==> src/rtl/mem_access_pkg.sv <==
`default_nettype none
// ============================================================================
// Module      : mem_access_pkg
// Description : Shared types and constants for the memory access unit:
//               FSM state encoding, requester port id and default depth.
// Revision    : 1.0 - initial release
// ============================================================================
package mem_access_pkg;

    // Access FSM: arbitrate in IDLE, drive memory in ACCESS, hold response in RESP
    typedef enum logic [1:0] {
        IDLE   = 2'd0,
        ACCESS = 2'd1,
        RESP   = 2'd2
    } state_t;

    // Which requester owns the in-flight access
    typedef enum logic {
        PORT_IF = 1'b0,
        PORT_D  = 1'b1
    } port_id_t;

    // Default number of addressable memory words
    localparam int unsigned c_MEM_DEPTH_DEFAULT = 513;

endpackage : mem_access_pkg
`default_nettype wire

==> src/rtl/mem_access_arb.sv <==
`default_nettype none
// ============================================================================
// Module      : mem_access_arb
// Description : Fixed-priority two-requester arbiter. Request/grant bit 1 is
//               the data port and always wins over bit 0 (instruction fetch).
//               Grants are one-hot and only issued while enabled.
// Revision    : 1.0 - initial release
// ============================================================================
module mem_access_arb (
    input  logic       i_en,
    input  logic [1:0] i_req,
    output logic [1:0] o_gnt
);

    // Data port has absolute priority; fetch only when data is not asking
    always_comb begin
        o_gnt    = 2'b00;
        o_gnt[1] = i_en & i_req[1];
        o_gnt[0] = i_en & i_req[0] & ~i_req[1];
    end

endmodule : mem_access_arb
`default_nettype wire

==> src/rtl/mem_access_unit.sv <==
`default_nettype none
// ============================================================================
// Module      : mem_access_unit
// Description : Shares one single-port memory between an instruction-fetch
//               port and a data port. Each access takes a grant cycle, one
//               ACCESS cycle driving the memory, and a RESP phase held until
//               the owning requester accepts the response.
//               Optional feature macro: MEM_BOUNDS_CHECK_EN - accesses at or
//               beyond MEM_DEPTH are blocked and answered with rsp_err.
// Revision    : 1.0 - initial release
// ============================================================================
module mem_access_unit
    import mem_access_pkg::*;
#(
    parameter int unsigned MEM_DEPTH = c_MEM_DEPTH_DEFAULT
) (
    input  logic        Clk,
    input  logic        Reset,
    // instruction-fetch port
    input  logic        if_req,
    input  logic [31:0] if_addr,
    output logic        if_gnt,
    output logic        if_rvalid,
    output logic [31:0] if_rdata,
    input  logic        if_rready,
    // data port
    input  logic        d_req,
    input  logic        d_we,
    input  logic [31:0] d_addr,
    input  logic [31:0] d_wdata,
    output logic        d_gnt,
    output logic        d_rvalid,
    output logic [31:0] d_rdata,
    input  logic        d_rready,
    // shared response error
    output logic        rsp_err,
    // memory side
    output logic [31:0] Address,
    output logic [31:0] writeData,
    output logic        writeEnable,
    input  logic [31:0] MemData
);

    state_t      r_state;
    port_id_t    r_port;
    logic        r_we;
    logic [31:0] r_addr;
    logic [31:0] r_wdata;
    logic [31:0] r_rdata;
    logic        r_err;
    logic        r_if_rvalid;
    logic        r_d_rvalid;

    logic        w_arb_en;
    logic [1:0]  w_gnt;
    logic        w_oob;
    logic        w_rsp_done;

    // A grant taken during reset would be discarded, so do not advertise one
    assign w_arb_en = (r_state == IDLE) && !Reset;

    mem_access_arb u_arb (
        .i_en  (w_arb_en),
        .i_req ({d_req, if_req}),
        .o_gnt (w_gnt)
    );

    assign d_gnt  = w_gnt[1];
    assign if_gnt = w_gnt[0];

`ifdef MEM_BOUNDS_CHECK_EN
    localparam logic [31:0] c_MEM_DEPTH_W = 32'(MEM_DEPTH);
    // Captured address outside the attached memory
    assign w_oob = (r_addr >= c_MEM_DEPTH_W);
`else
    assign w_oob = 1'b0;
`endif

    // Response accepted by the port that owns it; other port's rready is ignored
    assign w_rsp_done = (r_port == PORT_IF) ? (r_if_rvalid & if_rready)
                                            : (r_d_rvalid  & d_rready);

    // Memory strobe only in ACCESS, never under reset or for blocked addresses
    assign writeEnable = (r_state == ACCESS) && r_we && !w_oob && !Reset;
    assign Address     = r_addr;
    assign writeData   = r_wdata;

    assign if_rvalid = r_if_rvalid;
    assign d_rvalid  = r_d_rvalid;
    assign if_rdata  = (r_port == PORT_IF) ? r_rdata : 32'h0;
    assign d_rdata   = (r_port == PORT_D)  ? r_rdata : 32'h0;
    assign rsp_err   = r_err;

    // Access FSM with request capture and registered response outputs
    always_ff @(posedge Clk) begin
        if (Reset) begin
            r_state     <= IDLE;
            r_port      <= PORT_IF;
            r_we        <= 1'b0;
            r_addr      <= 32'h0;
            r_wdata     <= 32'h0;
            r_rdata     <= 32'h0;
            r_err       <= 1'b0;
            r_if_rvalid <= 1'b0;
            r_d_rvalid  <= 1'b0;
        end else begin
            case (r_state)
                IDLE: begin
                    if (w_gnt[1]) begin
                        r_addr  <= d_addr;
                        r_wdata <= d_wdata;
                        r_we    <= d_we;
                        r_port  <= PORT_D;
                        r_state <= ACCESS;
                    end else if (w_gnt[0]) begin
                        r_addr  <= if_addr;
                        r_wdata <= 32'h0;
                        r_we    <= 1'b0;
                        r_port  <= PORT_IF;
                        r_state <= ACCESS;
                    end
                end
                ACCESS: begin
                    r_rdata     <= (r_we || w_oob) ? 32'h0 : MemData;
                    r_err       <= w_oob;
                    r_if_rvalid <= (r_port == PORT_IF);
                    r_d_rvalid  <= (r_port == PORT_D);
                    r_state     <= RESP;
                end
                RESP: begin
                    if (w_rsp_done) begin
                        r_if_rvalid <= 1'b0;
                        r_d_rvalid  <= 1'b0;
                        r_err       <= 1'b0;
                        r_state     <= IDLE;
                    end
                end
                default: begin
                    r_state <= IDLE;
                end
            endcase
        end
    end

endmodule : mem_access_unit
`default_nettype wire

==> config.mk <==
export PLATFORM = sky130hd
export DESIGN_NAME = mem_access_unit
export DESIGN_NICKNAME = d
export VERILOG_FILES = /design/src/rtl/mem_access_pkg.sv /design/src/rtl/mem_access_arb.sv /design/src/rtl/mem_access_unit.sv
export SDC_FILE = /design/constraint.sdc
export NUM_CORES = 1
export LEC_CHECK = 0
export CAP_MARGIN = 20
export CORE_MARGIN = 8
export CORE_UTILIZATION = 34
export CTS_BUF_LIST = sky130_fd_sc_hd__clkbuf_4 sky130_fd_sc_hd__clkbuf_8
export CTS_CLUSTER_DIAMETER = 100
export DETAILED_ROUTE_END_ITERATION = 8
export PLACE_DENSITY = 0.9
export SYNTH_ARGS = -nofsm -noshare
export SYNTH_HDL_FRONTEND = slang
export SYNTH_SLANG_ARGS = --single-unit
==> constraint.sdc <==
create_clock -name Clk -period 2.1 [get_ports Clk]
set_clock_uncertainty 0.15 [all_clocks]
set_input_delay 0.63 -clock Clk [delete_from_list [all_inputs] [get_ports Clk]]
set_output_delay 0.63 -clock Clk [all_outputs]
set_load 0.1 [all_outputs]
==> metrics.txt, run 1 <==
# TYPE chip_impl_metric gauge
chip_impl_metric{name="leakagePower",unit="nW"} 3.69
chip_impl_metric{name="ff2ff_setup_slack",unit="ps"} 290
chip_impl_metric{name="power_density_cells",unit="mW/mm2"} 710
chip_impl_metric{name="maximum_number_of_pins_on_one_net_before_global_route_repair",unit=""} 35
chip_impl_metric{name="leftover_overflow_at_the_end_of_global_routing",unit=""} 0
chip_impl_metric{name="place_worst_setup_slack",unit="ps"} -757
chip_impl_metric{name="critPathArrivalTime",unit="ps"} 1620
chip_impl_metric{name="hold_buffers",unit=""} 0
chip_impl_metric{name="wl_per_cell",unit="um"} 20.9
chip_impl_metric{name="area_delta_synth_final",unit="%"} 119
chip_impl_metric{name="final_period_demand_of_the_worst_path",unit="ps"} 2400
chip_impl_metric{name="yosysWarningCount",unit=""} 0
chip_impl_info{name="top_cells_by_area_in_the_synthesized_netlist",value="sky130_fd_sc_hd__dfxtp_1 48%, sky130_fd_sc_hd__a21oi_1 7.9%, sky130_fd_sc_hd__o221a_1 7.6%"} 1
chip_impl_metric{name="total_core_area",unit="mm2"} 0.0125
chip_impl_metric{name="cts_inserted_buffers",unit=""} 9
chip_impl_metric{name="number_of_vias_after_detailed_routing",unit=""} 4582
chip_impl_metric{name="synth.avg_cell_area",unit="um2"} 9.26
chip_impl_metric{name="utilization_of_the_core_after_routing",unit=""} 0.751
chip_impl_metric{name="placed_wire_length_estimate",unit="um"} 13400
chip_impl_metric{name="detail_route.vias_per_cell",unit=""} 5.04
chip_impl_metric{name="routed_wl",unit="um"} 19000
chip_impl_metric{name="finalSetupViolCount",unit=""} 64
chip_impl_metric{name="layout.nets",unit=""} 867
chip_impl_info{name="synthDominantAreaCellType",value="sky130_fd_sc_hd__dfxtp_1"} 1
chip_impl_metric{name="final_critical_path_setup_slack",unit="ps"} -297
chip_impl_metric{name="layout-drive-gt1-share",unit=""} 0.358
chip_impl_metric{name="area_used_by_multi_input_combinational_logic",unit="mm2"} 0.00227
chip_impl_metric{name="place_congestion",unit=""} 0.769
chip_impl_metric{name="clock_path_buffers",unit=""} 2
chip_impl_metric{name="worst_ep_required_time",unit="ps"} 1320
chip_impl_metric{name="maxSlewViolCount",unit=""} 0
chip_impl_metric{name="drc_viols",unit=""} 0
chip_impl_metric{name="synthCells",unit=""} 463
chip_impl_info{name="min-delay-path-class",value="register to register"} 1
chip_impl_metric{name="yosysTopAreaCellShare",unit=""} 0.476
chip_impl_info{name="tritoncts",value="done"} 1
chip_impl_metric{name="clk_latency",unit="ps"} 360
chip_impl_info{name="cts_root_buffer",value="sky130_fd_sc_hd__clkbuf_8"} 1
chip_impl_metric{name="first_pass_iters",unit=""} 4
chip_impl_metric{name="synth.ff_latch_count",unit=""} 102
chip_impl_metric{name="antenna_found_initial",unit=""} 0
chip_impl_metric{name="yosysSeqAreaShare",unit=""} 0.476
chip_impl_metric{name="fmax",unit="MHz"} 417
chip_impl_metric{name="num_io_pins",unit=""} 269
chip_impl_metric{name="floorplan.initialDensity",unit=""} 0.344
chip_impl_metric{name="layout_worst_path_cycle_share",unit=""} 1.14
chip_impl_metric{name="placement_rows",unit=""} 41
chip_impl_metric{name="die_h",unit="um"} 128
chip_impl_metric{name="vdd_drop_max",unit="mV"} 0.516
chip_impl_metric{name="place.port_buffers",unit=""} 267
chip_impl_metric{name="final_hold_viol_count",unit=""} 0
chip_impl_metric{name="fillerInstances",unit=""} 743
chip_impl_info{name="rsz0062_at_grt",value="true"} 1
chip_impl_info{name="worstSetupEndpointType",value="output port"} 1
chip_impl_metric{name="cts.htree.levels",unit=""} 3
chip_impl_info{name="timing_worst_setup_path_type",value="register to output port"} 1
chip_impl_metric{name="netlist_area_pre_place",unit="mm2"} 0.00429
chip_impl_metric{name="tritoncts_num_sinks",unit=""} 102
chip_impl_metric{name="postSynthNetCount",unit=""} 598
chip_impl_metric{name="register_area",unit="mm2"} 0.00205
chip_impl_metric{name="die_width",unit="um"} 128
chip_impl_metric{name="n_antenna_cell",unit=""} 0
chip_impl_info{name="run_status",value="complete, but fails checks"} 1
chip_impl_metric{name="path_max_fanout",unit=""} 2
chip_impl_metric{name="ant_nets",unit=""} 0
chip_impl_info{name="violations_in_the_final_reports",value="negative setup slack"} 1
chip_impl_metric{name="global_route.usage.total",unit=""} 0.225
chip_impl_metric{name="worst_setup_hold_path_clk_slew",unit="ps"} 100
chip_impl_metric{name="grt_pass1_vias",unit=""} 5111
chip_impl_metric{name="dieArea",unit="mm2"} 0.0165
chip_impl_metric{name="grt_first_pass_wirelength",unit="um"} 28700
chip_impl_metric{name="synth_cell_type_count",unit=""} 30
chip_impl_metric{name="max_cap_violations",unit=""} 0
chip_impl_info{name="kind_of_start_point_of_the_critical_path",value="register"} 1
chip_impl_metric{name="tns",unit="ps"} -2780
chip_impl_metric{name="drt-initial-drc-count",unit=""} 346
==> through the flow <==
stage,power [W],hold slack [ps],cells,area [um2]
2_1_floorplan,0.00387,285,463,4410
6_report,0.00665,331,909,9370
5_1_grt,0.00688,357,909,9370
4_1_cts,0.00675,322,916,9510
3_5_place_dp,0.00505,301,877,8600
3_3_place_gp,0.00500,293,877,8600
==> final cells by class <==
class / instances / area share
inverter: 31 / 0.0124
multi-input combinational: 285 / 0.242
timing repair buffer: 303 / 0.479
tap: 172 / 0.0230
clock inverter: 6 / 0.0102
sequential: 102 / 0.219
clock buffer: 10 / 0.0140
==> cell usage after synthesis (all sizes together) <==
master / count
nand2: 32
clkbuf: 31
or3b: 1
nand3: 1
and2: 32
a22o: 33
or2b: 1
and3b: 1
nor2: 6
nor3b: 2
mux2i: 1
o221a: 31
conb: 1
inv: 31
a211oi: 1
or2: 2
and2b: 1
buf: 14
nand2b: 2
nand3b: 34
a21oi: 68
a2111oi: 1
dfxtp: 102
nor2b: 33
nor4: 1
==> worst max-delay path, cell delays in order, from the launching register on <==
cell	delay, ps
sky130_fd_sc_hd__dfxtp_2	330
sky130_fd_sc_hd__or3b_4	390
sky130_fd_sc_hd__or2_4	250
sky130_fd_sc_hd__nor2_4	100
sky130_fd_sc_hd__buf_12	180
==> worst paths after layout <==
kind                        endpoint  depth (start not counted)               startpoint
max reg2reg   if_rvalid$_SDFFE_PP0P_                          5  r_state[0]$_SDFFE_PP0P_
max                           if_gnt                          4  r_state[0]$_SDFFE_PP0P_
min reg2reg  r_rdata[0]$_SDFFE_PP0P_                          2  r_rdata[0]$_SDFFE_PP0P_
min          r_rdata[0]$_SDFFE_PP0P_                          2  r_rdata[0]$_SDFFE_PP0P_
==> report_power, final <==
group          switching [W]  internal (W)
sequential          0.000175       0.00209
clock               0.000710      0.000696
combinational        0.00176       0.00122
==> state kept, by name, indices dropped and copies added (netlist names) <==
register,flops
r_port,1
r_rdata,32
if_rvalid,1
r_state,2
Address,32
r_we,1
d_rvalid,1
writeData,32
==> timing repair <==
action / 4_1_cts / 5_1_grt
gates cloned: 8 / 0
hold endpoints to repair: 0 / 0
resized for setup: 111 / 7
pin swaps: 5 / 3
buffers inserted: 15 / 1
setup endpoints to repair: 91 / 67
==> cell families (layout without fill, tap and decap cells) <==
logic type	count (synthesis)	after routing	share of synthesized area
flops	102	102	0.476
compound gates	134	134	0.232
simple gates	149	149	0.208
other cells	1	1	0.000875
buf+inv	76	350	0.0797
mux	1	1	0.00234
==> cell usage in the layout, fill, tap and decap left out, types with 2 or more instances in the layout <==
cell | synthesis | routed
sky130_fd_sc_hd__a22o_1 | 33 | 33
sky130_fd_sc_hd__and2_4 | 0 | 32
sky130_fd_sc_hd__nor3b_4 | 0 | 2
sky130_fd_sc_hd__o221a_1 | 29 | 29
sky130_fd_sc_hd__nor2_1 | 6 | 5
sky130_fd_sc_hd__clkinvlp_4 | 0 | 2
sky130_fd_sc_hd__dfxtp_1 | 102 | 99
sky130_fd_sc_hd__buf_4 | 1 | 17
sky130_fd_sc_hd__inv_1 | 31 | 31
sky130_fd_sc_hd__buf_8 | 3 | 3
sky130_fd_sc_hd__nor2b_4 | 0 | 33
sky130_fd_sc_hd__buf_6 | 1 | 4
sky130_fd_sc_hd__a21oi_1 | 68 | 67
sky130_fd_sc_hd__buf_12 | 0 | 143
sky130_fd_sc_hd__o221a_2 | 2 | 2
sky130_fd_sc_hd__nand3b_1 | 34 | 34
sky130_fd_sc_hd__buf_16 | 0 | 3
sky130_fd_sc_hd__dfxtp_2 | 0 | 2
sky130_fd_sc_hd__clkbuf_8 | 0 | 9
sky130_fd_sc_hd__bufinv_16 | 0 | 2
sky130_fd_sc_hd__clkdlybuf4s50_1 | 0 | 131
sky130_fd_sc_hd__nand2_1 | 32 | 32
==> metal layers <==
metal,vias to the layer above,global-route usage,wire length (um),part of all wire
met3,29,0.0790,1860,0.098
met1,2198,0.232,6690,0.35
li1,2134,-,-,-
met2,221,0.405,9910,0.52
met5,-,0,0,0
met4,0,0.0937,495,0.026
(Power assumes the default switching activity.)
==> run 2: changes to the inputs <==
--- a/config.mk
+++ b/config.mk
@@ -7,11 +7,11 @@
 export LEC_CHECK = 0
 export CAP_MARGIN = 20
 export CORE_MARGIN = 8
-export CORE_UTILIZATION = 34
+export CORE_UTILIZATION = 41
 export CTS_BUF_LIST = sky130_fd_sc_hd__clkbuf_4 sky130_fd_sc_hd__clkbuf_8
 export CTS_CLUSTER_DIAMETER = 100
 export DETAILED_ROUTE_END_ITERATION = 8
-export PLACE_DENSITY = 0.9
+export PLACE_DENSITY = 0.95
 export SYNTH_ARGS = -nofsm -noshare
 export SYNTH_HDL_FRONTEND = slang
 export SYNTH_SLANG_ARGS = --single-unit
==> constraint.sdc (replaced) <==
create_clock -name Clk -period 3.1 [get_ports Clk]
set_clock_uncertainty 0.15 [all_clocks]
set_input_delay 0.93 -clock Clk [delete_from_list [all_inputs] [get_ports Clk]]
set_output_delay 0.93 -clock Clk [all_outputs]
set_load 0.1 [all_outputs]
==> metrics.txt, run 2 (synthesis gave the netlist of run 1 again) <==
# TYPE chip_impl_metric gauge
chip_impl_metric{name="fmax",unit="MHz"} 331
chip_impl_metric{name="clock_path_buffers",unit=""} 2
chip_impl_info{name="layout.cells.most_common_list",value="131 x sky130_fd_sc_hd__clkdlybuf4s50_1, 109 x sky130_fd_sc_hd__buf_4, 101 x sky130_fd_sc_hd__dfxtp_1, 67 x sky130_fd_sc_hd__a21oi_1, 36 x sky130_fd_sc_hd__buf_12"} 1
chip_impl_metric{name="layout.nets",unit=""} 843
chip_impl_metric{name="stdcell_count",unit=""} 849
chip_impl_metric{name="cts_inserted_buffers",unit=""} 9
chip_impl_metric{name="leftover_overflow_at_the_end_of_global_routing",unit=""} 0
chip_impl_metric{name="vdd_drop_max",unit="mV"} 0.400
chip_impl_metric{name="worstRegToRegCells",unit=""} 4
chip_impl_info{name="kind_of_start_point_of_the_critical_path",value="input port"} 1
chip_impl_metric{name="final_hold_viol_count",unit=""} 0
chip_impl_metric{name="placement_rows",unit=""} 37
chip_impl_metric{name="dp.cells",unit=""} 832
chip_impl_metric{name="ant_nets",unit=""} 0
chip_impl_metric{name="cpPeakStageDelay",unit="ps"} 380
chip_impl_info{name="hp-start",value="r_rdata[21]$_SDFFE_PP0P_"} 1
chip_impl_metric{name="floorplan.initialDensity",unit=""} 0.419
chip_impl_metric{name="critPathArrivalTime",unit="ps"} 1940
chip_impl_metric{name="power_frac_seq",unit=""} 0.381
chip_impl_metric{name="cell_internal_pwr",unit="W"} 0.00227
chip_impl_info{name="r2r-start",value="r_state[0]$_SDFFE_PP0P_"} 1
chip_impl_info{name="run_status",value="finished, final reports clean"} 1
chip_impl_info{name="timing.hold.worst_endpoint",value="r_rdata[21]$_SDFFE_PP0P_"} 1
chip_impl_metric{name="first_pass_iters",unit=""} 4
chip_impl_info{name="worstSetupEndpointType",value="output port"} 1
chip_impl_info{name="worst_r2r_endpoint",value="if_rvalid$_SDFFE_PP0P_"} 1
chip_impl_metric{name="grt_pass1_vias",unit=""} 4640
chip_impl_metric{name="grt_first_pass_wirelength",unit="um"} 24900
chip_impl_metric{name="layout_worst_path_cycle_share",unit=""} 0.975
chip_impl_metric{name="clk_latency",unit="ps"} 350
chip_impl_metric{name="place_congestion",unit=""} 0.773
chip_impl_metric{name="drt-initial-drc-count",unit=""} 278
chip_impl_metric{name="maxSlewViolCount",unit=""} 0
chip_impl_metric{name="placed_wire_length_estimate",unit="um"} 12500
chip_impl_metric{name="clock_power_share",unit=""} 0.225
chip_impl_metric{name="worst_ep_required_time",unit="ps"} 2020
chip_impl_metric{name="power.share.switching",unit=""} 0.422
chip_impl_metric{name="routed_wl",unit="um"} 15800
chip_impl_metric{name="fillerInstances",unit=""} 739
chip_impl_metric{name="switching_power",unit="W"} 0.00166
chip_impl_metric{name="place.port_buffers",unit=""} 267
chip_impl_metric{name="finalSetupViolCount",unit=""} 0
chip_impl_info{name="min-delay-path-class",value="register to register"} 1
chip_impl_metric{name="tritoncts_num_sinks",unit=""} 102
chip_impl_info{name="tritoncts",value="done"} 1
chip_impl_metric{name="power_density_cells",unit="mW/mm2"} 534
chip_impl_metric{name="antenna_found_initial",unit=""} 0
chip_impl_metric{name="layout-drive-gt1-share",unit=""} 0.243
chip_impl_info{name="worst_path_max_delay_cell",value="sky130_fd_sc_hd__or3b_4"} 1
chip_impl_metric{name="number_of_vias_after_detailed_routing",unit=""} 4357
chip_impl_metric{name="leakagePower",unit="nW"} 3.13
chip_impl_metric{name="area_delta_synth_final",unit="%"} 71.6
chip_impl_metric{name="final_period_demand_of_the_worst_path",unit="ps"} 3020
chip_impl_metric{name="hold-path-cell-count",unit=""} 2
chip_impl_metric{name="dieArea",unit="mm2"} 0.0140
chip_impl_info{name="rsz0062_at_grt",value="false"} 1
chip_impl_metric{name="max_cap_violations",unit=""} 0
chip_impl_metric{name="global_route.usage.total",unit=""} 0.217
chip_impl_metric{name="drc_viols",unit=""} 0
chip_impl_info{name="timing_worst_setup_path_type",value="input port to output port"} 1
chip_impl_metric{name="total_core_area",unit="mm2"} 0.0102
chip_impl_metric{name="n_antenna_cell",unit=""} 0
chip_impl_metric{name="combPwrFrac",unit=""} 0.395
chip_impl_metric{name="ff2ff_setup_slack",unit="ps"} 1120
chip_impl_info{name="cts_root_buffer",value="sky130_fd_sc_hd__clkbuf_8"} 1
chip_impl_metric{name="utilization_of_the_core_after_routing",unit=""} 0.719
chip_impl_metric{name="wl_per_cell",unit="um"} 18.6
chip_impl_metric{name="detail_route.vias_per_cell",unit=""} 5.13
chip_impl_metric{name="worst_setup_hold_path_clk_slew",unit="ps"} 110
chip_impl_metric{name="cts.htree.levels",unit=""} 3
chip_impl_metric{name="die_width",unit="um"} 118
chip_impl_info{name="cp_cell_sequence",value="clkbuf_2 -> or3b_4 -> or2_4 -> nor2_4 -> buf_12"} 1
chip_impl_metric{name="maximum_number_of_pins_on_one_net_before_global_route_repair",unit=""} 60
chip_impl_metric{name="num_io_pins",unit=""} 269
chip_impl_metric{name="die_h",unit="um"} 118
chip_impl_metric{name="path_max_fanout",unit=""} 3
chip_impl_info{name="mostFrequentLayoutCell",value="sky130_fd_sc_hd__clkdlybuf4s50_1"} 1
## run 2: how the worst max path moves through the flow
stage                start  endpoint  slack, ps
global placement    if_req    if_gnt       -330
floorplan           if_req    if_gnt       -200
CTS                 if_req    if_gnt        -50
detailed placement  if_req    if_gnt       -340
global route        if_req    if_gnt         40
finish              if_req    if_gnt         80
## run 2: metrics by stage
stage	setup WS [ps]	cell area, um2	total power (W)	hold slack [ps]	setup TNS (ps)
floorplan	-196	4300	0.00260	286	-375
global placement	-329	7130	0.00304	293	-492
detailed placement	-342	7130	0.00307	301	-517
CTS	-54.9	7350	0.00396	316	-54.9
global route	39.8	7350	0.00409	329	0
finish	78.7	7350	0.00393	316	0
## run 2: cell type report
cell class / count / area, um2 / share of cell area
inverter: 31 / 116 / 0.0158
clock inverter: 7 / 87.6 / 0.0119
multi-input combinational: 285 / 1940 / 0.264
tap: 136 / 170 / 0.0231
clock buffer: 9 / 124 / 0.0168
timing repair buffer: 279 / 2870 / 0.390
sequential: 102 / 2040 / 0.278
## run 2: worst max-delay path: cells and delay by family
family,cells,cell delay (ps)
AND/OR/NAND/NOR,3,730
buffers and inverters,2,280
## run 2: per-layer routing
metal	wire (um)	share of wire	up-vias	track usage
li1	-	-	2088	-
met1	5860	0.37	2043	0.232
met2	8120	0.52	201	0.391
met3	1410	0.089	25	0.0781
met4	382	0.024	0	0.0681
met5	0	0	-	0
## run 2: repair_timing
action / in CTS / in global routing
hold endpoints to repair: 0 / 0
setup buffers: 1 / 0
setup endpoints to repair: 2 / 1
hold buffers: 0 / 0
resized for setup: 4 / 3
## run 2: power by group through the flow
| stage | Sequential [W] | Clock [W] | Combinational, W |
|---|---|---|---|
| after global placement | 0.00152 | 0 | 0.00152 |
| after CTS | 0.00149 | 0.000911 | 0.00156 |
| after floorplan | 0.00203 | 0 | 0.000574 |
| after detailed placement | 0.00152 | 0 | 0.00155 |
| after global routing | 0.00151 | 0.000973 | 0.00161 |
| final | 0.00150 | 0.000883 | 0.00155 |
